**config.mk**
```make
export PLATFORM = sky130hd
export DESIGN_NAME = skolem_bvsle_bvor_seq
export DESIGN_NICKNAME = d
export VERILOG_FILES = /design/src/rtl/skolem_seq_pkg.sv /design/src/rtl/skolem_bvsle_bvor_seq_bit_cell.sv /design/src/rtl/skolem_bvsle_bvor_seq.sv
export SDC_FILE = /design/constraint.sdc
export NUM_CORES = 1
export LEC_CHECK = 0
export BUFFER_PORTS_ARGS = -buffer_cell sky130_fd_sc_hd__buf_2
export CAP_MARGIN = 10
export CORE_ASPECT_RATIO = 0.8
export CORE_MARGIN = 2
export CORE_UTILIZATION = 61
export DETAILED_ROUTE_END_ITERATION = 12
export GPL_TIMING_DRIVEN = 0
export PLACE_DENSITY = 0.86
export SYNTH_ARGS = -nofsm -noshare
export SYNTH_HDL_FRONTEND = slang
export SYNTH_SLANG_ARGS = --single-unit
```
**constraint.sdc**
```tcl
create_clock -name clk -period 3.14 [get_ports clk]
set_input_delay 0.157 -clock clk [delete_from_list [all_inputs] [get_ports clk]]
set_output_delay 0.157 -clock clk [all_outputs]
set_load 0.02 [all_outputs]
```
**src/rtl/skolem_seq_pkg.sv**
```systemverilog
// Shared types and helpers for the bit-serial bvsle(a | x, b) Skolem sequencer.
// Build option SKOLEM_SELFCHECK_EN (used in the top) enables the result self-check.
package skolem_seq_pkg;

  typedef enum logic [1:0] {
    IDLE  = 2'd0,
    SCAN  = 2'd1,
    SOLVE = 2'd2,
    DONE  = 2'd3
  } state_e;

  localparam int DEFAULT_W = 8;

  // Callers sign-extend their W-bit operands to this width first.
  localparam int SLE_W = 64;

  function automatic logic signed_le(input logic signed [SLE_W-1:0] y,
                                     input logic signed [SLE_W-1:0] b);
    return (y <= b);
  endfunction

endpackage

```
**src/rtl/skolem_bvsle_bvor_seq_bit_cell.sv**
```systemverilog
// One bit of the greedy MSB-first witness search: picks x_i and tracks whether
// the already-fixed prefix of (a | x) is strictly below b in signed order.
module skolem_bit_cell (
  input  logic a_i,
  input  logic b_i,
  input  logic is_msb,
  input  logic lt,
  input  logic ok_i,
  output logic x_i,
  output logic lt_next
);

  logic fallback_less;

  // With x_i = 0 the y bit is a_i; the MSB carries negative weight.
  assign fallback_less = is_msb ? (a_i & ~b_i) : (~a_i & b_i);

  always_comb begin
    x_i     = 1'b1;
    lt_next = 1'b1;
    if (!lt) begin
      if (is_msb && !b_i) begin
        x_i     = 1'b1;
        lt_next = 1'b1;
      end else if (b_i) begin
        x_i     = ok_i;
        lt_next = ok_i ? 1'b0 : fallback_less;
      end else begin
        x_i     = 1'b0;
        lt_next = fallback_less;
      end
    end
  end

endmodule

```
**src/rtl/skolem_bvsle_bvor_seq.sv**
```systemverilog
// Sequencer: LSB-first suffix scan, then MSB-first witness build via skolem_bit_cell.
// Define SKOLEM_SELFCHECK_EN to drive out_err from a check of the final result.
module skolem_bvsle_bvor_seq
  import skolem_seq_pkg::*;
#(
  parameter int W = DEFAULT_W
) (
  input  logic         clk,
  input  logic         rst_n,
  input  logic         in_valid,
  output logic         in_ready,
  input  logic [W-1:0] in_a,
  input  logic [W-1:0] in_b,
  output logic         out_valid,
  input  logic         out_ready,
  output logic [W-1:0] out_x,
  output logic         out_sat,
  output logic         out_err,
  output logic         busy
);

  localparam int IW = $clog2(W);
  localparam logic [IW-1:0] IDX_LAST = IW'(W - 1);

  state_e        state_q, state_d;
  logic [W-1:0]  a_q, a_d, b_q, b_d, x_q, x_d, ok_q, ok_d;
  logic [IW-1:0] idx_q, idx_d;
  logic          lt_q, lt_d, sat_q, sat_d;

  logic a_bit, b_bit, ok_bit, scan_ok, feasible, cell_x, cell_lt;

  assign a_bit   = a_q[idx_q];
  assign b_bit   = b_q[idx_q];
  assign ok_bit  = ok_q[idx_q];
  assign scan_ok = (~a_bit & b_bit) | (~(a_bit ^ b_bit) & ok_bit);
  // Setting x_msb makes y negative, so only a negative b can be out of reach.
  assign feasible = ~b_q[W-1] | ok_q[W-1];

  skolem_bit_cell u_cell (
    .a_i    (a_bit),
    .b_i    (b_bit),
    .is_msb (idx_q == IDX_LAST),
    .lt     (lt_q),
    .ok_i   (ok_bit),
    .x_i    (cell_x),
    .lt_next(cell_lt)
  );

  always_ff @(posedge clk or negedge rst_n) begin
    if (!rst_n) begin
      state_q <= IDLE;
      a_q     <= '0;
      b_q     <= '0;
      x_q     <= '0;
      ok_q    <= '0;
      idx_q   <= '0;
      lt_q    <= 1'b0;
      sat_q   <= 1'b0;
    end else begin
      state_q <= state_d;
      a_q     <= a_d;
      b_q     <= b_d;
      x_q     <= x_d;
      ok_q    <= ok_d;
      idx_q   <= idx_d;
      lt_q    <= lt_d;
      sat_q   <= sat_d;
    end
  end

  always_comb begin
    state_d = state_q;
    a_d     = a_q;
    b_d     = b_q;
    x_d     = x_q;
    ok_d    = ok_q;
    idx_d   = idx_q;
    lt_d    = lt_q;
    sat_d   = sat_q;
    case (state_q)
      IDLE: begin
        if (in_valid) begin
          a_d     = in_a;
          b_d     = in_b;
          x_d     = '0;
          sat_d   = 1'b0;
          lt_d    = 1'b0;
          ok_d    = '0;
          ok_d[0] = 1'b1;
          idx_d   = '0;
          state_d = SCAN;
        end
      end
      SCAN: begin
        if (idx_q == IDX_LAST) begin
          if (feasible) begin
            lt_d    = 1'b0;
            state_d = SOLVE;
          end else begin
            sat_d   = 1'b0;
            x_d     = '0;
            state_d = DONE;
          end
        end else begin
          ok_d[idx_q + 1'b1] = scan_ok;
          idx_d              = idx_q + 1'b1;
        end
      end
      SOLVE: begin
        x_d[idx_q] = cell_x;
        lt_d       = cell_lt;
        if (idx_q == '0) begin
          sat_d   = 1'b1;
          state_d = DONE;
        end else begin
          idx_d = idx_q - 1'b1;
        end
      end
      DONE: begin
        if (out_ready) state_d = IDLE;
      end
      default: state_d = IDLE;
    endcase
  end

  assign in_ready  = (state_q == IDLE);
  assign busy      = (state_q != IDLE);
  assign out_valid = (state_q == DONE);
  assign out_x     = x_q;
  assign out_sat   = sat_q;

`ifdef SKOLEM_SELFCHECK_EN
  assign out_err = (state_q == DONE) && sat_q &&
                   !signed_le(SLE_W'($signed(a_q | x_q)), SLE_W'($signed(b_q)));
`else
  assign out_err = 1'b0;
`endif

endmodule

```
Word level (Yosys, flattened, before mapping):

Cells that the tools add are included.

* eq/ne operators: 12
* add/subtract/negate cells: 2
* multiplexer cells: 45
* bitwise logic cells: 10
* reductions and logical operators: 16
* order comparisons: 4

Operators by type and width (number)
* $mux W8: 5
* $pmux W8 S3: 1
* $mux W1: 20
* $bwmux W8: 2
* $pmux W8 S2: 1
* $reduce_and A4 Y1: 4
* $ne A2 B2 Y1 const B: 6
* $bmux W1 S3: 3
* $mux W3: 3
* $pmux W3 S3: 1
* $lt A3 B4 Y1 const B: 2
* $mux W2: 4
* $pmux W2 S4: 1
* $demux W1 S3: 2
* $ge A3 B1 Y1 const B: 2
* $pmux W1 S3: 2
* $reduce_and A5 Y1: 1
* $eq A2 B2 Y1 const B: 2
* $ne A2 B1 Y1 const B: 2
* $not A1 Y1: 4
* $reduce_bool A2 Y1: 2
* $add A3 B1 Y3 const B: 1
* $and A1 B1 Y1: 3
* $eq A3 B3 Y1 const B: 1
* other kinds (11): 14

* logic and storage cells: 97
* flip-flop bits (word level): 39
* output and inout bits: 13
* input port bits: 20

Longest topological paths before layout:

Gate-level depths: netlist of run 1.

* depth after elaboration: 10
* mapped depth: 10
* depth with buffers taken out: 9

Cells and area by module:

From an unflattened synthesis of run 1, not the netlist that was laid out.

* cell total of the unflattened synthesis: 254
* area, all modules: 2447.3 µm²

Modules (own cells, without submodules)
* skolem_bvsle_bvor_seq: sequential area each 975.9 µm², cells each 249, times used 1, area each 2411.1 µm²
* skolem_bit_cell: sequential area each 0.0 µm², cells each 5, times used 1, area each 36.3 µm²

Worst setup path before layout of run 1:

No wires, ideal clock.

* path kind: flip-flop to flip-flop
* start point: register idx_q[1]
* end point: register ok_q[1]
* path buffers: 0
* arrival: 1.995 ns
* slack: 1.015 ns
* clock period less this slack: 2.125 ns
* setup time: 0.130 ns
* data required time: 3.010 ns
* stages on the path, launching flop included: 9
* path through: dfrtp_1 > or2b_1 > mux4_2 > o221a_4 > inv_4 > ha_1 > a41oi_1 > nand3b_1 > o22ai_1

* longest elaborated chain between the ends: 9
* elaborated cells between the ends (all ways): 24
* classes of those cells: add/sub: 1; order compare: 2; eq/ne: 2; mux: 11; bitwise: 6; reduce/logical: 2

Ends and longest elaborated chain
* start, declared: line skolem_bvsle_bvor_seq.sv:27 `logic [IW-1:0] idx_q, idx_d;`
* start signal, assigned: line skolem_bvsle_bvor_seq.sv:65 `idx_q <= idx_d;`
* parallel branches: the longest is 9 deep, another holds $lt A3 B4 Y1
* end signal, assigned: line skolem_bvsle_bvor_seq.sv:64 `ok_q <= ok_d;`
* end, declared: line skolem_bvsle_bvor_seq.sv:26 `logic [W-1:0] a_q, a_d, b_q, b_d, x_q, x_d, ok_q, ok_d;`

Parallel ways; which one is timed is not known. The select of a mux whose other input is x is not followed.
A chain may end at the register's enable or synchronous reset.

Worst setup path after layout of run 1:

* start point: register idx_q[0]
* end point: register ok_q[1]

The elaborated chain is that of the path after synthesis.

==> Flow_metrics.wiki, run 1 <==
{| class="wikitable"
! Metric !! Value
|-
| Count of cell instances traversed by the critical path || 8
|-
| Top fanout value on the critical path || 10
|-
| Synthesis-to-layout area growth || 15.7%
|-
| Initial Utilization || 0.643
|-
| Setup Total Neg Slack || 0 ns
|-
| Clock tree buffer depth || 2
|-
| TritonCTS clock tree || built
|-
| Via-to-Cell Ratio || 5.99
|-
| Die Span Y || 58.1 um
|-
| Slew headroom || 0.433
|-
| Max-cap violations || 0
|-
| Number of nets in the final layout || 288
|-
| Post-synthesis instance total || 219
|-
| Time the final worst path needs with I/O delays and setup || 2.42 ns
|-
| Router iterations before antenna repair || 4
|-
| Fraction of final layout cells with drive strength greater than 1 || 0.266
|-
| Number of gates resized after CTS || 0
|-
| Source-to-sink clock delay at the later pin of the worst-skew pair || 0.30 ns
|-
| Pre-CTS setup slack || 0.746 ns
|-
| Count of final setup violators || 0
|-
| Final hold vios || 0
|-
| Htree depth || 2
|-
| Grt ovf || 0
|-
| IO Pins || 33
|-
| Filler instances || 245
|-
| Area after detailed placement || 2440 sq um
|-
| Biggest cell delay along the critical path || 0.52 ns
|-
| Syn Area/Cell || 10.2 sq um
|-
| Count of nets left with antenna violations after detail routing || 0
|-
| Critical path arrival || 2.59 ns
|-
| Total Die Area || 4160 sq um
|-
| Critical-path top delay cell || mux4_2
|-
| Net count after synthesis || 249
|-
| Vias in the first global route || 1757
|-
| Routed Wire Length || 4870 um
|-
| Final clock period utilization by the worst path || 0.769
|-
| Count of state elements after synthesis || 39
|-
| First-pass GRT wire length || 8180 um
|-
| HP Class || input port to flop
|-
| Die width || 71.6 um
|-
| Worst ir drop on vdd || 619 uV
|-
| Floorplan row count || 19
|-
| Library cells used by synthesis || 43
|-
| Total clock sinks || 39
|-
| Buffers and inverters on the worst path || 1
|-
| Core region area || 3470 sq um
|-
| Critical Path Source || idx_q[0]
|-
| Async SR Flop Fraction || 1.00
|-
| Via count || 1802
|-
| Slew Viols, Final || 0
|-
| Gpl congestion || 0.877
|-
| Most used DFF post-synth || dfrtp_1
|-
| Cell area after layout || 2580 sq um
|-
| DRC violation total after the first TritonRoute iteration || 112
|-
| Unrepaired setup endpoints after global routing || no
|-
| Endpoint of the worst setup timing path || ok_q[1]
|-
| Data required time of the worst path || 3.31 ns
|-
| CP top delay family || simple AND/OR/NAND/NOR gates
|-
| Largest net degree at the start of global routing || 40
|-
| Number of DRC violations after detailed routing || 0
|-
| CP Cell Sequence || buf_6, mux4_2, nand2_1, and2_1, ha_1, a41oi_1, nand3b_1, o22ai_1
|-
| Static Leak || 1.18 nW
|-
| Multi-input gate area in the final layout || 1130 sq um
|-
| Result of the run || completed
|-
| Reg2Reg Setup Slack || 0.72 ns
|-
| RR Startpoint || idx_q[0]
|-
| Post-DR wirelength/cell || 16.2 um
|-
| Critical path start-end classification || flop to flop
|-
| Cell Pwr Density || 1030 nW/um^2
|-
| Cell area after technology mapping || 2230 sq um
|-
| Clock Root Buffer || clkbuf_8
|-
| FF-to-FF path depth || 8
|-
| Share of the yosys chip area belonging to registers || 0.437
|-
| Clk slew on worst S/H paths || 0.08 ns
|-
| Total routing usage reported by global routing || 0.258
|-
| Number of buffer cells added on primary ports || 31
|-
| Transition time at the pin with the least slew margin || 0.851 ns
|-
| Number of antenna violations at the first check in global routing || 0
|-
| Antenna diode count || 0
|-
| Area taken by flip-flops and latches || 976 sq um
|-
| Crit start category || flop
|-
| Yosys warning count || 0
|-
| Highest Clock Rate || 414 MHz
|-
| Post-detail-place hpwl || 3490 um
|-
| Worst clock skew on the final layout || 0.00608 ns
|-
| Number of clock buffers inserted by TritonCTS || 5
|-
| Worst Slack Setup Final || 0.724 ns
|-
| Post-synth EDFFs || 0
|-
| R2R Path End || ok_q[1]
|-
| Setup crit end kind || flop
|}
## Yosys cell counts (all sizes together) (5+ instances only)
| library cell | number | area share |
|---|---|---|
| a21oi | 22 | 0.049 |
| buf | 5 | 0.018 |
| clkbuf | 5 | 0.0084 |
| dfrtp | 39 | 0.44 |
| ha | 10 | 0.056 |
| inv | 17 | 0.030 |
| mux2 | 18 | 0.093 |
| nand2 | 15 | 0.026 |
| nand2b | 5 | 0.014 |
| nor2 | 10 | 0.017 |
| nor2b | 7 | 0.020 |
| nor3 | 6 | 0.013 |
| o21ai | 13 | 0.029 |
| o22ai | 8 | 0.022 |
## sequential cells by signal, indices dropped and copies added, names as in the netlist
name	flops
out_x	8
ok_q	8
idx_q	3
state_q	2
b_q	8
lt_q	1
out_sat	1
a_q	8
## cell families (layout without fill, tap and decap cells)
group           Yosys count  count (layout)  synth area share
other cells               1               1           0.00168
mux                      25              25             0.141
flops                    39              39             0.437
fa+ha+maj                10              10            0.0561
xor+xnor                  1               1           0.00393
compound gates           58              58             0.169
simple gates             58              58             0.135
buf+inv                  27              67            0.0561
## through the flow
step           hold WS (ns)  utilization  total power [W]  cells
2_1_floorplan        -0.139            -          0.00182    219
3_3_place_gp          0.311        0.703          0.00208    292
3_5_place_dp          0.317        0.703          0.00213    292
4_1_cts              0.0846        0.744          0.00264    301
5_1_grt              0.0873        0.744          0.00283    301
6_report             0.0860        0.744          0.00265    301
## cell type report
cell class | count | share of cell area
multi-input combinational | 153 | 0.438
sequential | 39 | 0.378
timing repair buffer | 32 | 0.0640
clock buffer | 6 | 0.0281
inverter | 17 | 0.0257
clock inverter | 2 | 0.0233
buffer | 10 | 0.0228
tap | 42 | 0.0204
## how the worst min path moves through the flow
stage / cells after the start / to / startpoint / slack, ns
6_report: 2 / a_q[5] / in_a[5] / 0.09
5_1_grt: 2 / a_q[2] / in_a[2] / 0.09
4_1_cts: 2 / a_q[5] / in_a[5] / 0.08
3_5_place_dp: 1 / ok_q[4] / rst_n / 0.32
3_3_place_gp: 1 / ok_q[4] / rst_n / 0.31
2_1_floorplan: 0 / a_q[0] / rst_n / -0.14
## layer usage
metal	vias up	GRT usage	routed length, um
met2	50	0.401	2260
met5	-	0	0
met4	0	0.111	116
met3	12	0.0539	208
met1	877	0.356	2280
li1	863	-	-
## power breakdown
part / internal [W] / switching (W) / leakage, nW / total, W
logic: 0.000578 / 0.000776 / 0.618 / 0.00135
clock network: 0.000318 / 0.000176 / 0.0654 / 0.000494
registers: 0.000686 / 0.000113 / 0.495 / 0.000798
## what timing repair did
action	CTS	global route
hold endpoints to repair	25	0
setup buffers	0	0
hold buffers	1	0
## placed cells by master, fill, tap and decap left out, types with 5 or more instances in the layout
master and count:
clkbuf_1 6, ha_1 10, o21ai_0 12, dfrtp_1 39, nand2_1 14, buf_2 33, nor2_1 10, mux2_2 17
nor2b_1 7, clkbuf_8 5, a21oi_1 22, nand2b_1 5, o22ai_1 8, inv_1 16, nor3_1 6
(Power assumes the default switching activity.)
==> run 2, diff against run 1 <==
--- a/config.mk
+++ b/config.mk
@@ -5,14 +5,15 @@
 export SDC_FILE = /design/constraint.sdc
 export NUM_CORES = 1
 export LEC_CHECK = 0
+export ABC_AREA = 1
 export BUFFER_PORTS_ARGS = -buffer_cell sky130_fd_sc_hd__buf_2
 export CAP_MARGIN = 10
 export CORE_ASPECT_RATIO = 0.8
 export CORE_MARGIN = 2
-export CORE_UTILIZATION = 61
+export CORE_UTILIZATION = 52
 export DETAILED_ROUTE_END_ITERATION = 12
 export GPL_TIMING_DRIVEN = 0
-export PLACE_DENSITY = 0.86
+export PLACE_DENSITY = 0.78
 export SYNTH_ARGS = -nofsm -noshare
 export SYNTH_HDL_FRONTEND = slang
 export SYNTH_SLANG_ARGS = --single-unit
==> constraint.sdc (replaced) <==
create_clock -name clk -period 2.2 [get_ports clk]
set_input_delay 0.11 -clock clk [delete_from_list [all_inputs] [get_ports clk]]
set_output_delay 0.11 -clock clk [all_outputs]
set_load 0.02 [all_outputs]
==> run 2 against run 1 <==
  * Fmax increased by 17%
  * First-iteration DRC count increased by 88%
  * Sequential cell count unchanged
  * Die area increased by 25%
  * Worst setup slack got worse by 0.59 ns
  * Sequential share of layout area decreased by 2.9 points
  * Area after synthesis increased by 8.4%
  * Critical endpoint is now ok_q[0]
==> Flow_metrics.wiki, run 2 <==
{| class="wikitable"
! Metric !! Value
|-
| Core region area || 4540 sq um (+31%)
|-
| Htree depth || 2 (unchanged)
|-
| Most used DFF post-synth || dfrtp_1
|-
| Net count after synthesis || 341 (+37%)
|-
| Number of clock buffers inserted by TritonCTS || 5 (unchanged)
|-
| Number of antenna violations at the first check in global routing || 0 (unchanged)
|-
| Worst clock skew on the final layout || 0.00777 ns (+0.00169 ns)
|-
| Slew headroom || 0.419 (-0.0135)
|-
| Post-synthesis instance total || 311 (+42%)
|-
| Cell occurring most often along the worst timing path || inv_1
|-
| Total Die Area || 5220 sq um (+25%)
|-
| Share of cell area taken by muxes after synthesis || 0.0186 (-0.122)
|-
| Share of the yosys chip area belonging to registers || 0.404 (-0.0339)
|-
| Dominant combinational cell family by area after synthesis || simple AND/OR/NAND/NOR gates
|-
| DRC violation total after the first TritonRoute iteration || 210 (+88%)
|-
| Cell accounting for the most synthesized area || dfrtp_1
|-
| Number of nets in the final layout || 379 (+32%)
|-
| Critical path arrival || 2.26 ns (-0.33 ns)
|-
| Worst ir drop on vdd || 777 uV (+26%)
|-
| FF-to-FF path depth || 12 (+4)
|-
| Most used routing layer || met1
|-
| Most frequent cells in the layout || nand2_1 (70), dfrtp_1 (37), inv_1 (34), buf_2 (34), nor2_1 (29)
|-
| Count of cell instances traversed by the critical path || 12 (+4)
|-
| IO Pins || 33 (unchanged)
|-
| Compound-gate portion of the synthesized area || 0.140 (-0.0292)
|-
| HP Class || input port to flop
|-
| Buffers and inverters on the worst path || 5 (+4)
|-
| Synth Area in Simple Gates || 0.287 (+0.152)
|-
| Library cells used by synthesis || 36 (-16%)
|-
| Source-to-sink clock delay at the later pin of the worst-skew pair || 0.29 ns (about the same)
|-
| First-pass GRT wire length || 9010 um (+10%)
|-
| CP Cell Sequence || inv_2, buf_8, nand2_1, o22ai_1, inv_1, nand4_1, inv_1, ha_1, nand2_1, nand2_2, o21bai_1, inv_1
|-
| Data required time of the worst path || 2.39 ns (-0.92 ns)
|-
| Post-synth EDFFs || 0 (unchanged)
|-
| Die Span Y || 65 um (+12%)
|-
| Slew Viols, Final || 0 (unchanged)
|-
| Fraction of final layout cells with drive strength greater than 1 || 0.223 (-0.0436)
|-
| Depth of the worst hold-timing path || 2 (unchanged)
|-
| Routed Wire Length || 5370 um (+10%)
|-
| Grt ovf || 0 (unchanged)
|-
| Most common cell after layout, fill and taps aside || nand2_1
|-
| Max-cap violations || 0 (unchanged)
|-
| Share of the synthesized area in the top cell type || 0.404 (-0.0339)
|-
| Number of buffers inserted to repair setup after CTS || 0 (unchanged)
|-
| Final hold vios || 0 (unchanged)
|-
| Number of DRC violations after detailed routing || 0 (unchanged)
|-
| Clock tree buffer depth || 2 (unchanged)
|-
| Met2 Track Usage GR || 0.314 (-0.0873)
|-
| TritonCTS clock tree || built
|-
| Top fanout value on the critical path || 20 (+10)
|-
| Synthesized-area fraction occupied by adder cells || 0.0517 (-0.00435)
|-
| Worst hold slack || 0.0421 ns (-0.0440 ns)
|-
| Number of buffer cells added on primary ports || 31 (unchanged)
|-
| Biggest cell delay along the critical path || 0.43 ns (-0.09 ns)
|-
| Biggest area contributors in the synthesized netlist || dfrtp_1 (40%), nand2_1 (11%), inv_1 (5.3%), ha_1 (5.2%), nor2_1 (4.5%)
|-
| Total clock sinks || 39 (unchanged)
|-
| Antenna diode count || 0 (unchanged)
|-
| Syn Area/Cell || 7.78 sq um (-24%)
|-
| Met3 Use GR || 0.0529 (-0.000988)
|-
| Global Route met1 Usage || 0.332 (-0.0239)
|-
| Worst Slack Setup Final || 0.132 ns (-0.592 ns)
|-
| Count of final setup violators || 0 (unchanged)
|-
| Final clock period utilization by the worst path || 0.940 (+0.171)
|-
| Static Leak || 1.49 nW (+27%)
|-
| Synthesis-to-layout area growth || 15.8% (about the same)
|-
| Router iterations before antenna repair || 4 (unchanged)
|-
| Transition time at the pin with the least slew margin || 0.871 ns (+0.0203 ns)
|-
| Clk slew on worst S/H paths || 0.08 ns (about the same)
|-
| Cell Pwr Density || 1420 nW/um^2 (+39%)
|-
| Critical-path top delay cell || dfrtp_1
|-
| Async SR Flop Fraction || 1.00 (unchanged)
|-
| Critical path start-end classification || flop to flop
|-
| Count of state elements after synthesis || 39 (unchanged)
|-
| Largest net degree at the start of global routing || 40 (unchanged)
|-
| Cell area after technology mapping || 2420 sq um (+8.4%)
|-
| Most instantiated library cell after synthesis || nand2_1
|-
| Total routing usage reported by global routing || 0.220 (-0.0386)
|-
| Total chip power || 0.00398 W (+50%)
|-
| Crit start category || flop
|-
| Count of nets left with antenna violations after detail routing || 0 (unchanged)
|-
| Result of the run || completed
|-
| Gpl congestion || 0.883 (+0.76%)
|-
| Initial Utilization || 0.533 (-0.110)
|-
| Top cells by count, synth || nand2_1 (70), dfrtp_1 (39), inv_1 (34), nor2_1 (29), a21oi_1 (15)
|-
| Vias in the first global route || 1958 (+11%)
|-
| Via count || 2125 (+18%)
|-
| Die width || 80.3 um (+12%)
|-
| Highest Clock Rate || 483 MHz (+17%)
|-
| Floorplan row count || 22 (+3)
|-
| Pre-CTS setup slack || -0.0439 ns (-0.790 ns)
|-
| Post-detail-place hpwl || 3930 um (+13%)
|-
| Via-to-Cell Ratio || 5.18 (-13%)
|-
| Clock Root Buffer || clkbuf_8
|-
| Yosys warning count || 0 (unchanged)
|-
| Time the final worst path needs with I/O delays and setup || 2.07 ns (-0.348 ns)
|-
| Post-DR wirelength/cell || 13.1 um (-19%)
|-
| Post-Synth XOR/XNOR Area || 0 (-0.00393)
|-
| Setup crit end kind || flop
|-
| CP top delay family || buffers and inverters
|}
==> run 2: per-layer routing <==
metal	wire length, um	share of wire
met1	2650	0.49
met4	43	0.0080
met2	2310	0.43
met3	368	0.069
met5	0	0
==> run 2: cell type report <==
cell class / count / area [sq um]
plain buffers: 11 / 78.8
clock buffers: 6 / 72.6
clock inverters: 2 / 60.1
fillers: 402 / 1740
inverters: 43 / 164
multi-input cells: 217 / 1210
flip-flops and latches: 39 / 978
well taps: 60 / 75.1
repair buffers: 32 / 165
==> run 2: final timing paths <==
path / start / endpoint / slack, ns
min in group asynchronous: rst_n / a_q[3] / 0.47
min: in_a[6] / a_q[6] / 0.04
max reg2reg: idx_q[0] / ok_q[0] / 0.13
min reg2reg: ok_q[5] / ok_q[5] / 0.48
max: idx_q[0] / ok_q[0] / 0.13
max in group asynchronous: rst_n / idx_q[1] / 1.13
==> run 2: per-stage QoR <==
stage / std cells / utilization / area (sq um) / TNS (ns)
finish: 410 / 0.617 / 2800 / 0
CTS: 410 / 0.613 / 2790 / 0
floorplan: 311 / - / 2420 / 0
global placement: 402 / 0.583 / 2650 / 0
detailed placement: 402 / 0.583 / 2650 / -0.0439
global route: 410 / 0.617 / 2800 / -0.0156
==> run 2: what timing repair did <==
action	in CTS	in global routing
resized for setup	0	5
pin swaps	0	0
endpoints found under the hold margin	39	0
hold buffers	1	0
endpoints found under the setup margin	1	8
==> run 2: cells by family after synthesis <==
logic type,count (synthesis)
buffers and inverters,55
multiplexers,4
AND/OR/NAND/NOR,149
flip-flops,39
other,1
adder cells (fa/ha/maj),10
AO/OA/AOI/OAI,53
==> run 2: power by group <==
part / switching (W) / internal, W
registers: 0.000122 / 0.000965
logic: 0.00141 / 0.000778
clock network: 0.000256 / 0.000453
==> run 3, diff against run 2 <==
--- a/config.mk
+++ b/config.mk
@@ -11,9 +11,12 @@
 export CORE_ASPECT_RATIO = 0.8
 export CORE_MARGIN = 2
 export CORE_UTILIZATION = 52
+export CTS_CLUSTER_SIZE = 12
 export DETAILED_ROUTE_END_ITERATION = 12
 export GPL_TIMING_DRIVEN = 0
 export PLACE_DENSITY = 0.78
+export REMOVE_ABC_BUFFERS = 1
 export SYNTH_ARGS = -nofsm -noshare
 export SYNTH_HDL_FRONTEND = slang
+export SYNTH_HIERARCHICAL = 1
 export SYNTH_SLANG_ARGS = --single-unit
==> run 3 against run 2 <==
  * Worst setup slack improved by 0.011 ns
  * Die area fell by 2.1%
  * Clock-buffer cell count did not move
  * Critical path depth fell by 1
  * Synthesized cell count fell by 8.7%
  * Register-to-register slack barely moved
  * Worst hold slack got worse by 0.0054 ns
  * Critical endpoint is now ok_q[4]
  * Largest power group unchanged
==> Flow_metrics.wiki, run 3 <==
{| class="wikitable"
! Metric !! Value
|-
| Post-synthesis instance total || 284 (-8.7%)
|-
| Async SR Flop Fraction || 1.00 (unchanged)
|-
| Cell accounting for the most synthesized area || dfrtp_1
|-
| Clock tree buffer depth || 2 (unchanged)
|-
| Number of clock buffers inserted by TritonCTS || 5 (unchanged)
|-
| Library cells used by synthesis || 39 (+8.3%)
|-
| Result of the run || completed
|-
| IO Pins || 33 (unchanged)
|-
| Htree depth || 2 (unchanged)
|-
| Setup crit end kind || flop
|-
| Gpl congestion || 0.861 (-2.5%)
|-
| Core region area || 4280 sq um (-5.7%)
|-
| Die Span Y || 64.3 um (-1.1%)
|-
| Critical path start-end classification || flop to flop
|-
| Clk slew on worst S/H paths || 0.07 ns (about the same)
|-
| Highest Clock Rate || 486 MHz (+0.54%)
|-
| Antenna diode count || 0 (unchanged)
|-
| Total routing usage reported by global routing || 0.226 (+0.00567)
|-
| Worst clock skew on the final layout || 0.00267 ns (-0.00510 ns)
|-
| Most common cell after layout, fill and taps aside || nand2_1
|-
| Final clock period utilization by the worst path || 0.935 (-0.00506)
|-
| Top fanout value on the critical path || 11 (-45%)
|-
| Transition time at the pin with the least slew margin || 0.849 ns (-0.0225 ns)
|-
| Synthesis-to-layout area growth || 14.9%
|-
| Initial Utilization || 0.552 (+0.0196)
|-
| Routed Wire Length || 5490 um (+2.2%)
|-
| Critical path arrival || 2.25 ns (about the same)
|-
| Biggest area contributors in the synthesized netlist || dfrtp_1 (41%), nand2_1 (9.5%), mux2_2 (6.2%), inv_1 (6.0%), ha_1 (5.8%)
|-
| Cell Pwr Density || 1410 nW/um^2 (-1.2%)
|-
| Fraction of final layout cells with drive strength greater than 1 || 0.250 (+0.0271)
|-
| Share of the yosys chip area belonging to registers || 0.413 (+0.00918)
|-
| Count of state elements after synthesis || 39 (unchanged)
|-
| DRC violation total after the first TritonRoute iteration || 171 (-19%)
|-
| Number of buffer cells added on primary ports || 31 (unchanged)
|-
| Fraction of the core area covered by cells at the end of the flow || 0.634 (+0.0177)
|-
| Total clock sinks || 39 (unchanged)
|-
| Via count || 2074 (-2.4%)
|-
| Crit start category || flop
|-
| Count of nets left with antenna violations after detail routing || 0 (unchanged)
|-
| Source-to-sink clock delay at the later pin of the worst-skew pair || 0.30 ns (about the same)
|-
| Post-detail-place hpwl || 3680 um (-6.5%)
|-
| Floorplan row count || 21 (-4.5%)
|-
| Data required time of the worst path || 2.39 ns (about the same)
|-
| Slew headroom || 0.434 (+0.0150)
|-
| Count of final setup violators || 0 (unchanged)
|-
| Number of DRC violations after detailed routing || 0 (unchanged)
|-
| First-pass GRT wire length || 8780 um (-2.5%)
|-
| Time the final worst path needs with I/O delays and setup || 2.06 ns (-0.0111 ns)
|-
| Clock Root Buffer || clkbuf_8
|-
| Post-DR wirelength/cell || 14.6 um (+11%)
|-
| Largest net degree at the start of global routing || 40 (unchanged)
|-
| Most instantiated library cell after synthesis || nand2_1
|-
| Number of antenna violations at the first check in global routing || 0 (unchanged)
|-
| Slew Viols, Final || 0 (unchanged)
|-
| Grt ovf || 0 (unchanged)
|-
| Most frequent cells in the layout || nand2_1 (60), inv_1 (38), dfrtp_1 (36)
|-
| Final hold vios || 0 (unchanged)
|-
| Static Leak || 1.35 nW (-9.7%)
|-
| Total chip power || 0.00382 W (-4.1%)
|-
| Total Die Area || 5110 sq um (-2.1%)
|-
| Yosys warning count || 6 (+6)
|-
| Share of the synthesized area in the top cell type || 0.413 (+0.00918)
|-
| Max-cap violations || 0 (unchanged)
|-
| Vias in the first global route || 1879 (-4.0%)
|-
| Post-synth EDFFs || 0 (unchanged)
|-
| Top cells by count, synth || nand2_1 (60), dfrtp_1 (39), inv_1 (38), o21ai_0 (23), nand3_1 (18)
|-
| TritonCTS clock tree || built
|-
| Die width || 79.4 um (-1.1%)
|-
| Via-to-Cell Ratio || 5.50 (+6.1%)
|-
| Worst ir drop on vdd || 541 uV (-30%)
|-
| Cell area after technology mapping || 2360 sq um (-2.2%)
|-
| Number of nets in the final layout || 350 (-7.7%)
|-
| Router iterations before antenna repair || 4 (unchanged)
|-
| Most used DFF post-synth || dfrtp_1
|-
| Syn Area/Cell || 8.33 sq um (+7.1%)
|-
| HP Class || input port to flop
|}
-- run 3: logic make-up after synthesis --
family / share of synthesized area
xor gates and xnor gates: 0.00370
adders and majority gates: 0.0582
muxes: 0.0619
and+or+nand+nor: 0.242
DFF: 0.413
AOI/OAI and AO/OA: 0.125
other: 0.00159
buffers and inverters: 0.0952
-- run 3: layout make-up --
class                   instances  area, sq um
fillers                       385         1570
multi-input cells             194         1170
flip-flops and latches         39          982
repair buffers                 36          193
inverters                      42          173
clock buffers                   6         82.6
well taps                      57         71.3
clock inverters                 2         35.0
repair inverters                1         8.76
-- run 3: final timing paths --
| kind | startpoint | cells after the start | slack, ns | endpoint |
|---|---|---|---|---|
| max in group asynchronous | rst_n | 2 | 1.13 | idx_q[0] |
| min | in_a[3] | 2 | 0.04 | a_q[3] |
| min in group asynchronous | rst_n | 2 | 0.45 | state_q[0] |
| max | idx_q[0] | 11 | 0.14 | ok_q[4] |
| min reg2reg | ok_q[4] | 2 | 0.49 | ok_q[4] |
| max reg2reg | idx_q[0] | 11 | 0.14 | ok_q[4] |
-- run 3: through the flow --
step | area, sq um | setup slack (ns) | TNS [ns] | instances | hold slack [ns]
after floorplan | 2300 | 0.113 | 0 | 275 | -0.186
after global placement | 2530 | -0.380 | -4.83 | 363 | 0.279
after detailed placement | 2530 | -0.408 | -5.32 | 363 | 0.271
after CTS | 2670 | 0.0889 | 0 | 373 | 0.0360
after global routing | 2720 | -0.00579 | -0.00996 | 377 | 0.0358
final | 2720 | 0.143 | 0 | 377 | 0.0367
-- run 3: routing by layer --
layer,share of wire,GRT usage,vias to the layer above
met4,0.013,0.0690,0
met1,0.47,0.317,980
li1,-,-,1013
met5,0,0,-
met3,0.060,0.0480,8
met2,0.46,0.351,73
-- run 3: power breakdown --
group | leakage (nW) | switching, W | internal, W | total, W
sequential | 0.489 | 0.000169 | 0.000960 | 0.00113
combinational | 0.799 | 0.00133 | 0.000733 | 0.00206
clock | 0.0612 | 0.000256 | 0.000367 | 0.000623
total | 1.35 | 0.00176 | 0.00206 | 0.00382
-- run 3: critical path: stages, from the launching register on --
cell and delay (ns):
dfrtp_4 0.51, clkinv_8 0.10, nand2_1 0.10, inv_1 0.09, nand2_1 0.08, o2111ai_1 0.11, or2_1 0.26, ha_1 0.29
o21ai_2 0.08, nand2_2 0.14, nand3_1 0.11, nand2_1 0.06
-- run 3: timing repair --
item,4_1_cts,5_1_grt
setup buffers,1,3
hold buffers,1,0
gates resized for setup,3,7
cloned,0,1
pin swaps,0,2
endpoints found under the hold margin,39,0
setup endpoints to repair,17,15
